## src/rtl/mux_recirculacion_tx_pkg.sv

```systemverilog
// Shared constants, state encoding and lane gating helper for the 4-lane
// recirculating transmit serializer.
package mux_recirculacion_tx_pkg;

  localparam int DATA_W = 8;
  localparam int LANES  = 4;
  localparam int LANE_W = 2;

  localparam logic [LANE_W-1:0] LAST_SLOT = LANE_W'(LANES - 1);

  typedef enum logic {
    ST_IDLE = 1'b0,
    ST_SEND = 1'b1
  } state_t;

  // An invalid lane still occupies its slot but never leaks stale data.
  function automatic logic [DATA_W-1:0] gate_lane(input logic v, input logic [DATA_W-1:0] d);
    return v ? d : '0;
  endfunction

endpackage

```

## src/rtl/mux_recirculacion_tx_if.sv

```systemverilog
// Frame-load handshake plus serialized lane output bundle between source and serializer.
interface mux_recirculacion_tx_if;
  import mux_recirculacion_tx_pkg::*;

  logic [DATA_W-1:0] data_0, data_1, data_2, data_3;
  logic              valid_0, valid_1, valid_2, valid_3;
  logic              in_load;
  logic              in_ready;
  logic [DATA_W-1:0] data_out;
  logic              valid_out;
  logic [LANE_W-1:0] lane_out;
  logic              frame_start;
  logic              idle_out;
  logic              overrun;

  modport master (
    output data_0, data_1, data_2, data_3,
    output valid_0, valid_1, valid_2, valid_3,
    output in_load,
    input  in_ready, data_out, valid_out, lane_out, frame_start, idle_out, overrun
  );

  modport slave (
    input  data_0, data_1, data_2, data_3,
    input  valid_0, valid_1, valid_2, valid_3,
    input  in_load,
    output in_ready, data_out, valid_out, lane_out, frame_start, idle_out, overrun
  );

endinterface

```

## src/rtl/mux_recirculacion_tx_lane_hold_4x.sv

```systemverilog
// Four-lane data+valid holding bank: loads a whole frame at once, read one lane at a time.
module lane_hold_4x
  import mux_recirculacion_tx_pkg::*;
(
  input  logic                         clk_i,
  input  logic                         rst_i,
  input  logic                         load_i,
  input  logic [LANES-1:0][DATA_W-1:0] data_i,
  input  logic [LANES-1:0]             valid_i,
  input  logic [LANE_W-1:0]            sel_i,
  output logic [DATA_W-1:0]            data_o,
  output logic                         valid_o
);

  logic [LANES-1:0][DATA_W-1:0] data_q, data_d;
  logic [LANES-1:0]             valid_q, valid_d;

  always_comb begin
    data_d  = data_q;
    valid_d = valid_q;
    if (load_i) begin
      data_d  = data_i;
      valid_d = valid_i;
    end
  end

  always_ff @(posedge clk_i or posedge rst_i) begin
    if (rst_i) begin
      data_q  <= '0;
      valid_q <= '0;
    end else begin
      data_q  <= data_d;
      valid_q <= valid_d;
    end
  end

  assign data_o  = data_q[sel_i];
  assign valid_o = valid_q[sel_i];

endmodule

```

## src/rtl/mux_recirculacion_tx.sv

```systemverilog
// Serializes a 4-lane frame onto one byte lane, one lane per clock, with
// back-to-back reload in the last slot and idle/overrun status.
module mux_recirculacion_tx
  import mux_recirculacion_tx_pkg::*;
(
  input  logic                  clk_4f,
  input  logic                  reset,
  mux_recirculacion_tx_if.slave bus
);

  state_t            state_q, state_d;
  logic [LANE_W-1:0] slot_q, slot_d;
  logic [DATA_W-1:0] data_out_q, data_out_d;
  logic              valid_out_q, valid_out_d;
  logic [LANE_W-1:0] lane_out_q, lane_out_d;
  logic              frame_start_q, frame_start_d;
  logic              idle_out_q, idle_out_d;
  logic              overrun_q, overrun_d;

  logic              in_ready;
  logic              accept;
  logic [DATA_W-1:0] hold_data;
  logic              hold_valid;

  // slot_q names the lane that the next edge puts on the outputs.
  assign in_ready = (state_q == ST_IDLE) || ((state_q == ST_SEND) && (slot_q == LAST_SLOT));
  assign accept   = bus.in_load && in_ready;

  lane_hold_4x u_hold (
    .clk_i   (clk_4f),
    .rst_i   (reset),
    .load_i  (accept),
    .data_i  ({bus.data_3, bus.data_2, bus.data_1, bus.data_0}),
    .valid_i ({bus.valid_3, bus.valid_2, bus.valid_1, bus.valid_0}),
    .sel_i   (slot_q),
    .data_o  (hold_data),
    .valid_o (hold_valid)
  );

  always_comb begin
    state_d       = state_q;
    slot_d        = slot_q;
    data_out_d    = '0;
    valid_out_d   = 1'b0;
    lane_out_d    = '0;
    frame_start_d = 1'b0;
    idle_out_d    = 1'b1;
    overrun_d     = bus.in_load && !in_ready;

    if (state_q == ST_SEND) begin
      data_out_d    = gate_lane(hold_valid, hold_data);
      valid_out_d   = hold_valid;
      lane_out_d    = slot_q;
      frame_start_d = (slot_q == '0);
      idle_out_d    = 1'b0;
      // Wraps to 0; an accept in the last slot keeps streaming without a gap.
      slot_d        = slot_q + 2'd1;
      if ((slot_q == LAST_SLOT) && !accept) state_d = ST_IDLE;
    end else if (accept) begin
      state_d = ST_SEND;
      slot_d  = '0;
    end
  end

  always_ff @(posedge clk_4f or posedge reset) begin
    if (reset) begin
      state_q       <= ST_IDLE;
      slot_q        <= '0;
      data_out_q    <= '0;
      valid_out_q   <= 1'b0;
      lane_out_q    <= '0;
      frame_start_q <= 1'b0;
      idle_out_q    <= 1'b1;
      overrun_q     <= 1'b0;
    end else begin
      state_q       <= state_d;
      slot_q        <= slot_d;
      data_out_q    <= data_out_d;
      valid_out_q   <= valid_out_d;
      lane_out_q    <= lane_out_d;
      frame_start_q <= frame_start_d;
      idle_out_q    <= idle_out_d;
      overrun_q     <= overrun_d;
    end
  end

  assign bus.in_ready    = in_ready;
  assign bus.data_out    = data_out_q;
  assign bus.valid_out   = valid_out_q;
  assign bus.lane_out    = lane_out_q;
  assign bus.frame_start = frame_start_q;
  assign bus.idle_out    = idle_out_q;
  assign bus.overrun     = overrun_q;

endmodule

```

## src/flat_wrapper.sv

```systemverilog
// flat-port wrapper written by rule: the top's interface ports become plain ports
module mux_recirculacion_tx_flat import mux_recirculacion_tx_pkg::*;
  (clk_4f, reset, bus_data_0, bus_data_1, bus_data_2, bus_data_3, bus_valid_0, bus_valid_1, bus_valid_2, bus_valid_3, bus_in_load, bus_in_ready, bus_data_out, bus_valid_out, bus_lane_out, bus_frame_start, bus_idle_out, bus_overrun);
  mux_recirculacion_tx_if bus_i ();
  input  logic clk_4f;
  input  logic reset;
  input wire logic [$bits(bus_i.data_0)-1:0] bus_data_0;
  input wire logic [$bits(bus_i.data_1)-1:0] bus_data_1;
  input wire logic [$bits(bus_i.data_2)-1:0] bus_data_2;
  input wire logic [$bits(bus_i.data_3)-1:0] bus_data_3;
  input wire logic [$bits(bus_i.valid_0)-1:0] bus_valid_0;
  input wire logic [$bits(bus_i.valid_1)-1:0] bus_valid_1;
  input wire logic [$bits(bus_i.valid_2)-1:0] bus_valid_2;
  input wire logic [$bits(bus_i.valid_3)-1:0] bus_valid_3;
  input wire logic [$bits(bus_i.in_load)-1:0] bus_in_load;
  output wire logic [$bits(bus_i.in_ready)-1:0] bus_in_ready;
  output wire logic [$bits(bus_i.data_out)-1:0] bus_data_out;
  output wire logic [$bits(bus_i.valid_out)-1:0] bus_valid_out;
  output wire logic [$bits(bus_i.lane_out)-1:0] bus_lane_out;
  output wire logic [$bits(bus_i.frame_start)-1:0] bus_frame_start;
  output wire logic [$bits(bus_i.idle_out)-1:0] bus_idle_out;
  output wire logic [$bits(bus_i.overrun)-1:0] bus_overrun;
  assign bus_i.data_0 = bus_data_0;
  assign bus_i.data_1 = bus_data_1;
  assign bus_i.data_2 = bus_data_2;
  assign bus_i.data_3 = bus_data_3;
  assign bus_i.valid_0 = bus_valid_0;
  assign bus_i.valid_1 = bus_valid_1;
  assign bus_i.valid_2 = bus_valid_2;
  assign bus_i.valid_3 = bus_valid_3;
  assign bus_i.in_load = bus_in_load;
  assign bus_in_ready = bus_i.in_ready;
  assign bus_data_out = bus_i.data_out;
  assign bus_valid_out = bus_i.valid_out;
  assign bus_lane_out = bus_i.lane_out;
  assign bus_frame_start = bus_i.frame_start;
  assign bus_idle_out = bus_i.idle_out;
  assign bus_overrun = bus_i.overrun;
  mux_recirculacion_tx u_core (.clk_4f(clk_4f), .reset(reset), .bus(bus_i));
endmodule
```

## config.mk

```make
export PLATFORM = sky130hd
export DESIGN_NAME = mux_recirculacion_tx_flat
export DESIGN_NICKNAME = d
export VERILOG_FILES = /design/src/rtl/mux_recirculacion_tx_pkg.sv /design/src/rtl/mux_recirculacion_tx_if.sv /design/src/rtl/mux_recirculacion_tx_lane_hold_4x.sv /design/src/rtl/mux_recirculacion_tx.sv /design/src/flat_wrapper.sv
export SDC_FILE = /design/constraint.sdc
export NUM_CORES = 1
export LEC_CHECK = 0
export CAP_MARGIN = 20
export CORE_AREA = 2 2 84 86
export CTS_CLUSTER_DIAMETER = 40
export DETAILED_ROUTE_END_ITERATION = 12
export DIE_AREA = 0 0 86 88
export PLACE_DENSITY_LB_ADDON = 0.12
export SYNTH_ARGS = -nofsm -noshare
export SYNTH_HDL_FRONTEND = slang
export SYNTH_SLANG_ARGS = --single-unit
export TNS_END_PERCENT = 1
```

## constraint.sdc

```tcl
create_clock -name clk_4f -period 2.65 [get_ports clk_4f]
set_input_delay 0.53 -clock clk_4f [delete_from_list [all_inputs] [get_ports clk_4f]]
set_output_delay 0.53 -clock clk_4f [all_outputs]
set_load 0.1 [all_outputs]
```

==> results of run 1 <==
layout by cell type, fill, tap and decap left out:
cell / instances
nand2_4: 1
nor2_1: 2
nor2b_4: 1
mux2_1: 1
buf_4: 16
clkbuf_8: 7
ha_1: 2
and2_1: 2
dfrtp_1: 52
mux4_2: 7
clkdlybuf4s50_1: 38
nand3_1: 1
buf_12: 2
mux4_1: 1
clkinv_2: 1
inv_1: 5
dfstp_2: 1
nand2b_2: 1
nand2_1: 2
nor2b_1: 8
a22oi_4: 1
mux2_2: 37
o21ai_0: 1
o31ai_1: 1
inv_2: 1
worst register-to-register path: cells and delay by family, from the launching register on:
kind | cells | cell delay (ps)
fa+ha+maj | 1 | 190
flops | 1 | 390
mux | 1 | 420
simple gates | 2 | 640
Yosys cell counts:
cell      number  area (um^2)
nand3_1        1        5.000
nand2_4        1        11.26
ha_1           2        25.02
o31ai_1        1        7.510
dfrtp_1       52         1301
nor2b_4        1        13.76
nor2_1         2        7.510
inv_1          6        22.52
mux2_1         1        11.26
buf_2          1        5.000
dfstp_2        1        26.28
nor2b_1        8        50.05
mux4_2         7        157.7
mux4_1         1        26.28
o21ai_0        1        5.000
nand2_1        2        7.510
nand2b_2       1        8.760
a22oi_4        1        21.27
mux2_2        37        416.7
buf_6          4        45.04
and2_1         2        12.51
power breakdown:
group	total, W	switching, W	internal, W
logic	0.00195	0.00112	0.000836
clock network	0.000489	0.000252	0.000237
registers	0.00136	0.000163	0.00120
total	0.00380	0.00153	0.00227
cells by family (layout without fill, tap and decap cells):
kind of cell    after synthesis  count (layout)
fa+ha+maj                     2               2
flops                        53              53
buf+inv                      11              70
mux                          46              46
compound gates                3               3
simple gates                 18              18
worst paths after layout:
check / start / endpoint / cells past startpoint
worst max-delay path: u_core.slot_q[0] / bus_in_ready / 3
max in group asynchronous: reset / u_core.bus.idle_out / 3
min in group asynchronous: reset / u_core.bus.data_out[1] / 3
worst min register to register: u_core.u_hold.data_q[23] / u_core.u_hold.data_q[23] / 1
worst min-delay path: u_core.u_hold.data_q[23] / u_core.u_hold.data_q[23] / 1
worst max register to register: u_core.slot_q[0] / u_core.u_hold.data_q[12] / 4
registers in the layout (all words and copies together) (netlist names):
signal	count
u_core.bus.lane_out	2
u_core.bus.overrun	1
u_core.bus.valid_out	1
u_core.u_hold.valid_q	4
u_core.bus.idle_out	1
u_core.state_q	1
u_core.bus.frame_start	1
u_core.u_hold.data_q	32
u_core.bus.data_out	8
u_core.slot_q	2
per-stage QoR:
stage | instance area, um^2 | std cells | power (W) | hold slack [ps] | util
after floorplan | 2187 | 133 | 0.002934 | 455.8 | -
after global placement | 2778 | 264 | 0.003301 | 469.4 | 0.4181
after detailed placement | 2778 | 264 | 0.003367 | 477.4 | 0.4181
after CTS | 2879 | 272 | 0.003861 | 499.2 | 0.4333
after global routing | 2879 | 272 | 0.004032 | 524.7 | 0.4333
final | 2879 | 272 | 0.003802 | 494.0 | 0.4333
layout make-up:
cell class	instances	area, um^2	share of cell area
flip-flops and latches	53	1328	0.4611
clock buffers	7	96.34	0.03346
repair buffers	56	540.5	0.1877
multi-input cells	69	787.0	0.2734
well taps	80	100.1	0.03477
clock inverters	1	5.005	0.001738
inverters	6	22.52	0.007823
layer usage:
metal,share of wire,routed length [um]
met1,0.43,1740
met2,0.50,2038
met3,0.057,229
met4,0.0077,31
met5,0,0
==> metrics.md, run 1 <==
| Metric | Value |
|---|---|
| Adder-cell area share of the yosys netlist | 0.01144 |
| Die width | ~86 um |
| Setup TNS | 0 ps |
| Largest net degree at the start of global routing | 54 |
| Layout Skew | roughly 4.8 ps |
| DR vias/cell | 4.610 |
| Max Clk Rate | between 500 and 600 MHz |
| Synth Warn # | 0 |
| Initial core utilization | 0.3292 |
| DRT antenna net count | 0 |
| Final net count | 232 |
| Die footprint | approximately 7600 um^2 |
| Max FO, Critical Path | 4 |
| Required time worst endpoint | between 2000 and 2500 ps |
| Syn Inst Count | roughly 130 |
| Root Driver | clkbuf_8 |
| Postcts setup bufs | 0 |
| Number of synthesized register bits | 53 |
| IO buf count | 53 |
| RSZ-0062 raised after global routing | no |
| Post-synth cell types | 21 |
| Worst-Skew Late Latency | ~300 ps |
| Lkg Pwr | around 1.3 nW |
| Area growth, synth to finish | 31.64% |
| DP Wirelength | about 2.8 mm |
| Worst Path Arrival | 1320 ps |
| CTS buffer count | 5 |
| Worst Setup End Kind | output port |
| Compound-Gate Fraction of Synth Area | 0.01545 |
| Family with the most delay on the worst path | flip-flops |
| Post-CTS sizing | 0 |
| Worst path buffer plus inverter count | 1 |
| Vias | roughly 1300 |
| Number of fill cells | just over 600 |
| Period utilization | 0.6972 |
| Syn Area/Cell | around 16 um^2 |
| Fin. Hold Viols | 0 |
| Dpl ws | roughly 680 ps |
| Final WS setup | roughly 800 ps |
| Slew Limit Fails | 0 |
| FP Rows | 30 |
| Proportion of synthesized area in mux cells | 0.2797 |
| Grt ovf | 0 |
| Post-Syn Area | roughly 2200 um^2 |
| # setup viols final | 0 |
| Routed WL | a little over 4 mm |
| Status | finished, final reports clean |
| Residual DRC | 0 |
| Crit Path Category | reg -> out |
| Fraction of layout cells with a size suffix above 1 | 0.3958 |
| Die Y | between 80 and 90 um |
| Hold buffer count at cts | 0 |
| Initial DRC Count | 36 |
| Synth Area in Simple Gates | 0.05320 |
| HP Class | reg -> reg |
| GRT Util Overall | 0.1163 |
| Diodes inserted | 0 |
| Routed WL per cell | ~15 um |
| H-tree Lvls | 2 |
| GR Layer Usage met2 | 0.1966 |
| Number of global-route vias before repair | around 1300 |
| Worst Setup Start Kind | register |
| Register area share after synthesis | 0.6070 |
| Pre-antenna DRT Iters | 4 |
| R2r setup slk | approximately 900 ps |
| CTS clk-pin slew, worst paths | 90 ps |
| Largest family of logic cells by synthesized area | multiplexers |
| Core ar. | 6644 um^2 |
| VDD IR max | approximately 0.00037 V |
| Pwr dens | 1321 nW/um^2 |
| GR Layer Usage met1 | 0.1448 |
| Max-slew headroom at the worst pin | 0.6737 |
| Slew @ Worst Pin | a little under 500 ps |
| First-pass GRT wire length | ~6.6 mm |
| Post-synthesis xor/xnor area fraction | 0 |
| Met3 usage | 0.03487 |
| Crit path cell chain | ha_1 -> nand2b_2 -> buf_12 |
| Gp weighted congestion | around 0.7 |
| I/O Pins | 54 |
| # clock sinks | 53 |
| Critical path's slowest cell | dfrtp_1 |
| Antenna violations before repair | 0 |
| Clock Tree Buf Depth | 2 |
| CTS tree | yes |
| CP peak stage delay | around 390 ps |
| Synthesized Nets | about 170 |
| Min Tclk post-route | between 1500 and 2000 ps |
| Gr busiest metal | met2 |
| Max cap viols | 0 |
Power figures use the tool's default switching activity.
==> run 2, diff against run 1 <==
- clock period: 2.65 -> 1.9 ns (I/O delays scaled with it)
==> run 2 against run 1 <==
Effect of this change: combinational power is 45% higher; worst hold slack worse by 59 ps; clock power is 24% higher; sequential power is 40% higher; clock-buffer cell count is 1 lower; first-iteration DRC count is 47% higher; highest routed layer unchanged; register-to-register slack worse by 690 ps; wire length is 5.0% higher.
==> metrics.md, run 2 (synthesized netlist as in run 1, its figures left out) <==
| Metric | Value |
|---|---|
| Status | finished, final reports clean |
| Area growth, synth to finish | 32.84% |
| Max FO, Critical Path | 13 (+9) |
| Max-slew headroom at the worst pin | 0.6989 (+0.02517) |
| Lkg Pwr | 1.288 nW (+0.94%) |
| Initial DRC Count | 53 (+47%) |
| Grt ovf | 0 (unchanged) |
| Pre-antenna DRT Iters | 4 (unchanged) |
| Required time worst endpoint | 2070 ps (-50 ps) |
| Die width | 86 um (unchanged) |
| CTS tree | yes |
| Clock Tree Buf Depth | 2 (unchanged) |
| Clock power share | 0.113 (-0.016) |
| Max cap viols | 0 (unchanged) |
| H-tree Lvls | 2 (unchanged) |
| VDD IR max | 0.0005263 V (+41%) |
| # setup viols final | 0 (unchanged) |
| Min Tclk post-route | 1693 ps |
| Die Y | 88 um (unchanged) |
| Worst Setup End Kind | register |
| Crit Path Category | reg -> reg |
| Leading cell type in the layout, fill and taps excluded | dfrtp_1 |
| CTS clk-pin slew, worst paths | 90 ps (about the same) |
| Postcts setup bufs | 0 (unchanged) |
| Non-Filler Instances | 274 (+0.74%) |
| Slew @ Worst Pin | 451.7 ps (-37.76 ps) |
| Routed WL per cell | 15.49 um (+4.3%) |
| Final net count | 234 (+0.86%) |
| Diodes inserted | 0 (unchanged) |
| Root Driver | clkbuf_8 |
| Post-CTS sizing | 0 (unchanged) |
| Gp weighted congestion | 0.7063 (+0.41%) |
| Worst Setup Start Kind | register |
| Antenna violations before repair | 0 (unchanged) |
| Commonest cells after routing, fill and taps aside | dfrtp_1 (52), clkdlybuf4s50_1 (38), mux2_2 (37) |
| Slew Limit Fails | 0 (unchanged) |
| Register share of total power | 0.358 (about the same) |
| Largest register FFs | 32 (unchanged) |
| Routed WL | 4.243 mm (+5.0%) |
| Fin. Hold Viols | 0 (unchanged) |
| I/O Pins | 54 (unchanged) |
| Worst-Skew Late Latency | 300 ps (about the same) |
| Residual DRC | 0 (unchanged) |
| Vias | 1257 (+0.24%) |
| Number of global-route vias before repair | 1424 (+5.6%) |
| Most flops, register | u_core.u_hold.data_q |
| Sw frac | 0.4080 (+0.005075) |
| Max Clk Rate | between 500 and 600 MHz |
| Largest net degree at the start of global routing | 54 (unchanged) |
| Layout Skew | 10.49 ps (+5.708 ps) |
| Final WS setup | 207.4 ps (-595.1 ps) |
| WL met3 | 191 um (-17%) |
| Dpl ws | 154.0 ps (-522.8 ps) |
| Met2 wire len | 2.125 mm (+4.3%) |
| First-pass GRT wire length | 6.851 mm (+3.5%) |
| Switch Pwr | 0.002175 W (+42%) |
| IO buf count | 53 (unchanged) |
| Setup TNS | 0 ps (unchanged) |
| FP Rows | 30 (unchanged) |
| DR vias/cell | 4.588 (-0.49%) |
| Top layer in use | met4 |
| DP Wirelength | 2.942 mm (+6.8%) |
| Hold buffer count at cts | 0 (unchanged) |
| Cells after DPL | 266 (+0.76%) |
| Worst Path Arrival | 1860 ps (+540 ps) |
| Initial core utilization | 0.3292 (unchanged) |
| Die footprint | 7568 um^2 (unchanged) |
| Internal cell power | 0.003157 W (+39%) |
| Final Util | 0.4373 (+0.003955) |
| Comb pwr share | 0.528 (+0.015) |
| Core ar. | 6644 um^2 (unchanged) |
| Routed length on met1 | 1.901 mm (+9.3%) |
| HP Class | in -> async |
| # clock sinks | 53 (unchanged) |
| DRT antenna net count | 0 (unchanged) |
| Period utilization | 0.8908 |
| GRT Util Overall | 0.1217 (+0.005376) |
| Number of fill cells | 612 (+0.99%) |
| CTS buffer count | 5 (unchanged) |
| RSZ-0062 raised after global routing | no |
| Pwr dens | 1835 nW/um^2 (+39%) |
| Fraction of layout cells with a size suffix above 1 | 0.3969 (+0.001074) |
==> run 2: cell types whose count changed in the layout (fill, tap and decap cells not counted), sizes merged <==
cell    change
clkinv      +1
buf         +2
clkbuf      -1
==> run 2: final cells by class <==
| class | instances | area [um^2] | area share |
|---|---|---|---|
| flip-flops and latches | 53 | 1328 | 0.4569 |
| multi-input cells | 69 | 792.0 | 0.2726 |
| repair buffers | 58 | 580.6 | 0.1998 |
| well taps | 80 | 100.1 | 0.03445 |
| clock buffers | 6 | 72.57 | 0.02498 |
| inverters | 6 | 22.52 | 0.007752 |
| clock inverters | 2 | 10.01 | 0.003445 |
==> run 2: through the flow <==
step                area [um^2]  hold slack, ps  power, W
floorplan                  2192           455.8  0.004106
global placement           2823           467.9  0.004704
detailed placement         2823           488.0  0.004788
CTS                        2905           443.9  0.005413
global route               2905           460.8  0.005653
finish                     2905           435.0  0.005332
==> run 2: final timing paths <==
| kind | endpoint | slack, ps | startpoint | depth (start not counted) |
|---|---|---|---|---|
| max | u_core.bus.data_out[7] | 210 | u_core.slot_q[0] | 4 |
| min | u_core.bus.data_out[2] | 430 | reset | 3 |
| max reg2reg | u_core.bus.data_out[7] | 210 | u_core.slot_q[0] | 4 |
| min reg2reg | u_core.u_hold.data_q[23] | 510 | u_core.u_hold.data_q[23] | 1 |
| max in group asynchronous | u_core.bus.idle_out | 1180 | reset | 3 |
| min in group clk_4f | u_core.u_hold.data_q[23] | 510 | u_core.u_hold.data_q[23] | 1 |
==> run 2: worst max-delay path, stage by stage (launching register included) <==
cell and delay [ps]:
dfrtp_1 360, buf_4 260, mux2_2 390, a22oi_4 430, nor2b_1 120
==> run 2: per-layer routing <==
metal,GRT usage,vias to the layer above
met2,0.2051,34
met5,0,-
met1,0.1531,637
met3,0.03299,2
li1,-,584
met4,0.03896,0
==> run 2: power groups by stage <==
stage | Clock, W | Sequential [W] | Combinational (W)
final | 0.000604 | 0.00191 | 0.00282
after global routing | 0.000681 | 0.00197 | 0.00300
after CTS | 0.000640 | 0.00191 | 0.00286
after detailed placement | 0 | 0.00194 | 0.00285
after global placement | 0 | 0.00191 | 0.00280
after floorplan | 0 | 0.00262 | 0.00148
